$ cat src/rtl/mips_lsu.sv
// rtl/mips_lsu.sv - MEM-stage load/store unit driving a req/addr_ok/data_ok wait-state bus
// Optional: MIPS_LSU_ALIGN_EXC_EN raises adel/ades on misaligned accesses instead of forcing alignment.
module mips_lsu #(
   parameter int DATA_W  = 32,
   parameter int ADDR_W  = 32,
   parameter int TIMEOUT = 0
) (
   input  logic                  clk,
   input  logic                  rst,
   input  logic                  memen_M,
   input  logic                  memwrite_M,
   input  logic [1:0]            membyte_M,
   input  logic                  memsignext_M,
   input  logic [ADDR_W-1:0]     addr_M,
   input  logic [DATA_W-1:0]     wdata_M,
   input  logic                  flush_M,
   output logic                  stall_M,
   output logic                  done_M,
   output logic [DATA_W-1:0]     rdata_W,
   output logic                  bus_err,
   output logic                  adel,
   output logic                  ades,
   output logic                  req,
   output logic                  wr,
   output logic [ADDR_W-1:0]     baddr,
   output logic [DATA_W/8-1:0]   bwen,
   output logic [DATA_W-1:0]     bwdata,
   input  logic                  addr_ok,
   input  logic                  data_ok,
   input  logic [DATA_W-1:0]     brdata
);
   localparam int BYTES = DATA_W / 8;
   localparam int LB    = $clog2(BYTES);
   localparam int CW    = (TIMEOUT > 1) ? $clog2(TIMEOUT) : 1;

   typedef enum logic [2:0] {IDLE, REQ, WAIT, DRAIN, DONE} state_t;

   state_t            state;
   logic [CW-1:0]     cnt;
   logic [1:0]        size, size_q;
   logic [LB-1:0]     lane_raw, lane, lane_q;
   logic              sx_q;
   logic              misal;
   logic              timeout_hit;
   logic [BYTES-1:0]  bwen_c;
   logic [DATA_W-1:0] bwdata_c, shifted, ld;

   // A dword request on a 32-bit bus degrades to a word access
   assign size     = (membyte_M == 2'b11 && DATA_W == 32) ? 2'b10 : membyte_M;
   assign lane_raw = addr_M[LB-1:0];

`ifdef MIPS_LSU_ALIGN_EXC_EN
   assign misal = (size == 2'b01 && lane_raw[0]) ||
                  (size == 2'b10 && lane_raw[1:0] != 2'b00) ||
                  (size == 2'b11 && lane_raw != '0);
`else
   assign misal = 1'b0;
`endif

   always_comb begin
      lane = lane_raw;
      case (size)
         2'b01:   lane = lane_raw & ~LB'(1);
         2'b10:   lane = lane_raw & ~LB'(3);
         2'b11:   lane = '0;
         default: lane = lane_raw;
      endcase
   end

   always_comb begin
      bwen_c   = '1;
      bwdata_c = wdata_M;
      case (size)
         2'b00: begin
            bwen_c   = BYTES'(1) << lane;
            bwdata_c = {BYTES{wdata_M[7:0]}};
         end
         2'b01: begin
            bwen_c   = BYTES'(3) << lane;
            bwdata_c = {(BYTES/2){wdata_M[15:0]}};
         end
         2'b10: begin
            bwen_c   = BYTES'(4'hF) << lane;
            bwdata_c = {(DATA_W/32){wdata_M[31:0]}};
         end
         default: begin
            bwen_c   = '1;
            bwdata_c = wdata_M;
         end
      endcase
   end

   function automatic logic [DATA_W-1:0] extend(input logic [DATA_W-1:0] v, input int nbits,
                                                input logic sx);
      logic [DATA_W-1:0] r;
      for (int i = 0; i < DATA_W; i++)
         r[i] = (i < nbits) ? v[i] : (sx & v[nbits-1]);
      return r;
   endfunction

   assign shifted = brdata >> {lane_q, 3'b000};

   always_comb begin
      case (size_q)
         2'b00:   ld = extend(shifted, 8, sx_q);
         2'b01:   ld = extend(shifted, 16, sx_q);
         2'b10:   ld = extend(shifted, 32, sx_q);
         default: ld = shifted;
      endcase
   end

   assign timeout_hit = (TIMEOUT > 0) && (cnt == CW'(TIMEOUT - 1));
   assign stall_M     = (memen_M && state != DONE) || state == DRAIN;

   always_ff @(posedge clk or negedge rst) begin
      if (!rst) begin
         state   <= IDLE;
         cnt     <= '0;
         size_q  <= 2'b00;
         lane_q  <= '0;
         sx_q    <= 1'b0;
         req     <= 1'b0;
         wr      <= 1'b0;
         baddr   <= '0;
         bwen    <= '0;
         bwdata  <= '0;
         rdata_W <= '0;
         done_M  <= 1'b0;
         bus_err <= 1'b0;
         adel    <= 1'b0;
         ades    <= 1'b0;
      end else begin
         done_M  <= 1'b0;
         bus_err <= 1'b0;
         adel    <= 1'b0;
         ades    <= 1'b0;
         case (state)
            IDLE: if (memen_M && !flush_M) begin
               wr     <= memwrite_M;
               baddr  <= {addr_M[ADDR_W-1:LB], LB'(0)};
               bwdata <= bwdata_c;
               size_q <= size;
               lane_q <= lane;
               sx_q   <= memsignext_M;
               cnt    <= '0;
               if (misal) begin
                  bwen   <= '0;
                  done_M <= 1'b1;
                  adel   <= !memwrite_M;
                  ades   <= memwrite_M;
                  state  <= DONE;
               end else begin
                  bwen  <= memwrite_M ? bwen_c : '0;
                  req   <= 1'b1;
                  state <= REQ;
               end
            end
            REQ: if (addr_ok) begin
               req <= 1'b0;
               // An accepted-then-flushed request still owes a data_ok that must be swallowed
               if (flush_M) state <= data_ok ? IDLE : DRAIN;
               else if (data_ok) begin
                  if (!wr) rdata_W <= ld;
                  done_M <= 1'b1;
                  state  <= DONE;
               end else state <= WAIT;
            end else if (flush_M) begin
               req   <= 1'b0;
               state <= IDLE;
            end
            WAIT: begin
               if (flush_M) state <= data_ok ? IDLE : DRAIN;
               else if (data_ok) begin
                  if (!wr) rdata_W <= ld;
                  done_M <= 1'b1;
                  state  <= DONE;
               end else if (timeout_hit) begin
                  rdata_W <= '0;
                  done_M  <= 1'b1;
                  bus_err <= 1'b1;
                  state   <= DONE;
               end else cnt <= cnt + 1'b1;
            end
            DRAIN: if (data_ok) state <= IDLE;
            DONE:  state <= IDLE;
            default: state <= IDLE;
         endcase
      end
   end
endmodule
$ cat config.mk
export PLATFORM = sky130hd
export DESIGN_NAME = mips_lsu
export DESIGN_NICKNAME = d
export VERILOG_FILES = /design/src/rtl/mips_lsu.sv
export SDC_FILE = /design/constraint.sdc
export NUM_CORES = 1
export LEC_CHECK = 0
export ABC_AREA = 1
export BUFFER_PORTS_ARGS = -buffer_cell sky130_fd_sc_hd__clkbuf_2
export CAP_MARGIN = 5
export CORE_MARGIN = 1.5
export CORE_UTILIZATION = 40
export CTS_CLUSTER_SIZE = 28
export DETAILED_ROUTE_END_ITERATION = 10
export GPL_ROUTABILITY_DRIVEN = 0
export PLACE_DENSITY = 0.74
export SLEW_MARGIN = 25
export SYNTH_ARGS = -nofsm -noshare
export SYNTH_HDL_FRONTEND = slang
export SYNTH_SLANG_ARGS = --single-unit
$ cat constraint.sdc
create_clock -name clk -period 2.75 [get_ports clk]
set_input_delay 0.1375 -clock clk [delete_from_list [all_inputs] [get_ports clk]]
set_output_delay 0.1375 -clock clk [all_outputs]
set_load 0.01 [all_outputs]
==> flow_summary.yaml <==
outcome:
  status: "finished, final reports clean"
clock_network:
  cts_htree_levels: 3
  root_buffer: "clkbuf_16"
  hold_buffers: 22
  cts_tree: "done"
  clkTransAtPathRegs_ps: 70
  cts.path.max_buffers: 2
  cts_resized: 0
  cts.sinks: 109
  postCtsSetupBuffers: 0
  clk_latency_ps: 340
  cts_buffers: 9
sta:
  timing.final.crit_share_pct: 70.4
  fin_crit_ps: 1940
  worst_pin_slew_ps: 964
  hold_viol: 0
  setup_tns_ps: 0
  fmax_ghz: 0.517
  rsz0062_at_grt: "false"
  finClkSkew_ps: 6.48
  slew_violations: 0
  max_slew_margin_pct: 35.5
  finalSetupViolCount: 0
detailed_routing:
  ant_nets: 0
  post_drt_wl_per_cell_um: 13.8
  vias_per_cell: 4.85
  num_vias: 5257
  drcViolationCount: 0
  drt_iter0_drc: 459
  wl_um: 15000
  dr.pass1.iters: 7
synthesis:
  synth-seq-cells: 109
  seq_area_frac_synth_pct: 52.0
  synth-edff-count: 0
  synthArstFlopShare_pct: 100
  synth_cells: 698
  synth_cell_types: 27
  synth_flop_cell: "dfrtp_1"
  yosysTopAreaCell: "dfrtp_1"
  synth_area_um2: 5250
  postSynthAreaPerCell_um2: 7.52
  yosys_warnings: 0
  synth_top_cell_area_share_pct: 52.0
  netlist_top_cells_area: "dfrtp_1 (52%), nand2_1 (22%), o21ai_0 (5.8%)"
critical_path:
  startpoint_type: "flop"
  crit_type: "flop to flop"
  worstPathArrival_ps: 2160
  crit_path_end_kind: "flop"
  cp_max_fo: 31
  required_ps: 2980
power:
  p_leak_nw: 3.85
  peakVddDrop_v: 0.000456
  power.density_nw_per_um2: 1050
global_routing:
  antenna_found_initial: 0
  grt_usage_pct: 22.0
  grt_pass1_wl_um: 24800
  grt_pass1_vias: 5096
  grt-ovfl-total: 0
  grt_max_degree: 90
cells_and_area:
  layout-area-overhead-vs-synth_pct: 32.2
  fin_util_pct: 54.6
  drive_gt1_share_pct: 26.9
  num-fill-cells: 1238
  final_nets: 1014
  fin_area_um2: 6940
  register_area_um2: 2730
  antennaDiodeCount: 0
  multi_input_area_um2: 2220
  final_cells: 1085
die:
  start_util_pct: 41.3
  core-area_um2: 12700
  die_w_um: 118
  die_h_um: 118
  ios: 213
  die_area_um2: 13800
  num_rows: 41
run:
  cap_violations: 0
placement:
  detailed_place_hpwl_um: 10500
  port_buffers: 207
  place_area_um2: 6370
  dpl.cell_count: 1047
min_path:
  hold_class: "input port to flop"
-- final cells by class --
type,count,area share (%)
clock buffers,10,3.44
clock inverters,6,1.57
inverters,28,1.53
multi-input cells,524,32.0
flip-flops and latches,109,39.3
well taps,172,3.10
repair buffers,236,19.1
-- sequential cells by signal (all words and copies together), names as in the netlist, 2 cells and up --
name,cells
bwdata,32
rdata_W,32
baddr,30
bwen,4
state,3
lane_q,2
size_q,2
-- layer usage --
layer | track usage [%] | vias up | wire length, um
li1 | - | 2610 | -
met1 | 27.6 | 2401 | 6220
met2 | 38.0 | 230 | 7320
met3 | 4.99 | 16 | 1250
met4 | 6.63 | 0 | 223
met5 | 0 | - | 0
-- path summary, 6_finish.rpt --
| kind | end | cells after the start | startpoint | slack (ps) |
|---|---|---|---|---|
| max | rdata_W[25] | 9 | state[2] | 810 |
| min | baddr[21] | 3 | addr_M[21] | 4 |
| max reg2reg | rdata_W[25] | 9 | state[2] | 810 |
| min reg2reg | baddr[23] | 2 | baddr[23] | 480 |
| max in group asynchronous | baddr[14] | 3 | rst | 1610 |
| min in group asynchronous | rdata_W[22] | 2 | rst | 390 |
-- critical path: stages (launching register included) --
cell and delay [ps]:
dfrtp_1 420, inv_2 80, nand2_1 100, nor2_4 60, nand2_2 90, nand2_4 150
nand2_4 230, clkinv_2 390, nor2_1 230, nor2_1 70
-- where the power goes --
part | total, mW | switching (mW) | leakage (nW) | internal (mW)
combinational | 2.96 | 1.83 | 2.32 | 1.14
sequential | 2.81 | 0.461 | 1.36 | 2.34
clock | 1.49 | 0.577 | 0.173 | 0.916
total | 7.26 | 2.87 | 3.85 | 4.40
-- synth_stat cells (4+ instances only) --
master,n
buf_4,8
inv_2,4
nand3_1,37
inv_1,21
nand2_1,302
buf_2,15
dfrtp_1,109
o21ai_0,61
nor2_1,65
a21oi_1,32
o21ai_1,8
clkbuf_1,16
-- kinds of logic (layout without fill, tap and decap cells) --
kind of cell,count (synthesis),count (layout),share of synthesized area [%]
and+or+nand+nor,415,415,31.8
DFF,109,109,52.0
AOI/OAI and AO/OA,104,104,10.0
buffers and inverters,69,280,6.17
other,1,5,0.0714
-- layout by cell type (no fill, tap or decap), drive strengths merged --
master,Yosys,final
o211ai,1,1
buf,25,8
a31oi,1,1
nor3,1,1
clkbuf,16,216
dfrtp,109,109
dlygate4sd3,0,22
nor2,68,68
or2,1,1
clkinv,3,5
inv,25,26
a21oi,32,32
nand3,38,38
conb,1,5
nand2,306,306
o22ai,1,1
bufinv,0,3
o21ai,69,69
nand3b,1,1
-- per-stage QoR --
| step | power (mW) | hold WS (ps) | setup WS [ps] |
|---|---|---|---|
| final | 7.26 | 3.97 | 814 |
| after global routing | 7.84 | 5.43 | 629 |
| after CTS | 7.31 | 0.0734 | 817 |
| after detailed placement | 5.77 | 246 | 847 |
| after global placement | 5.71 | 239 | 915 |
| after floorplan | 4.55 | -158 | 1390 |
No activity file was read; power rests on OpenSTA's default activity.
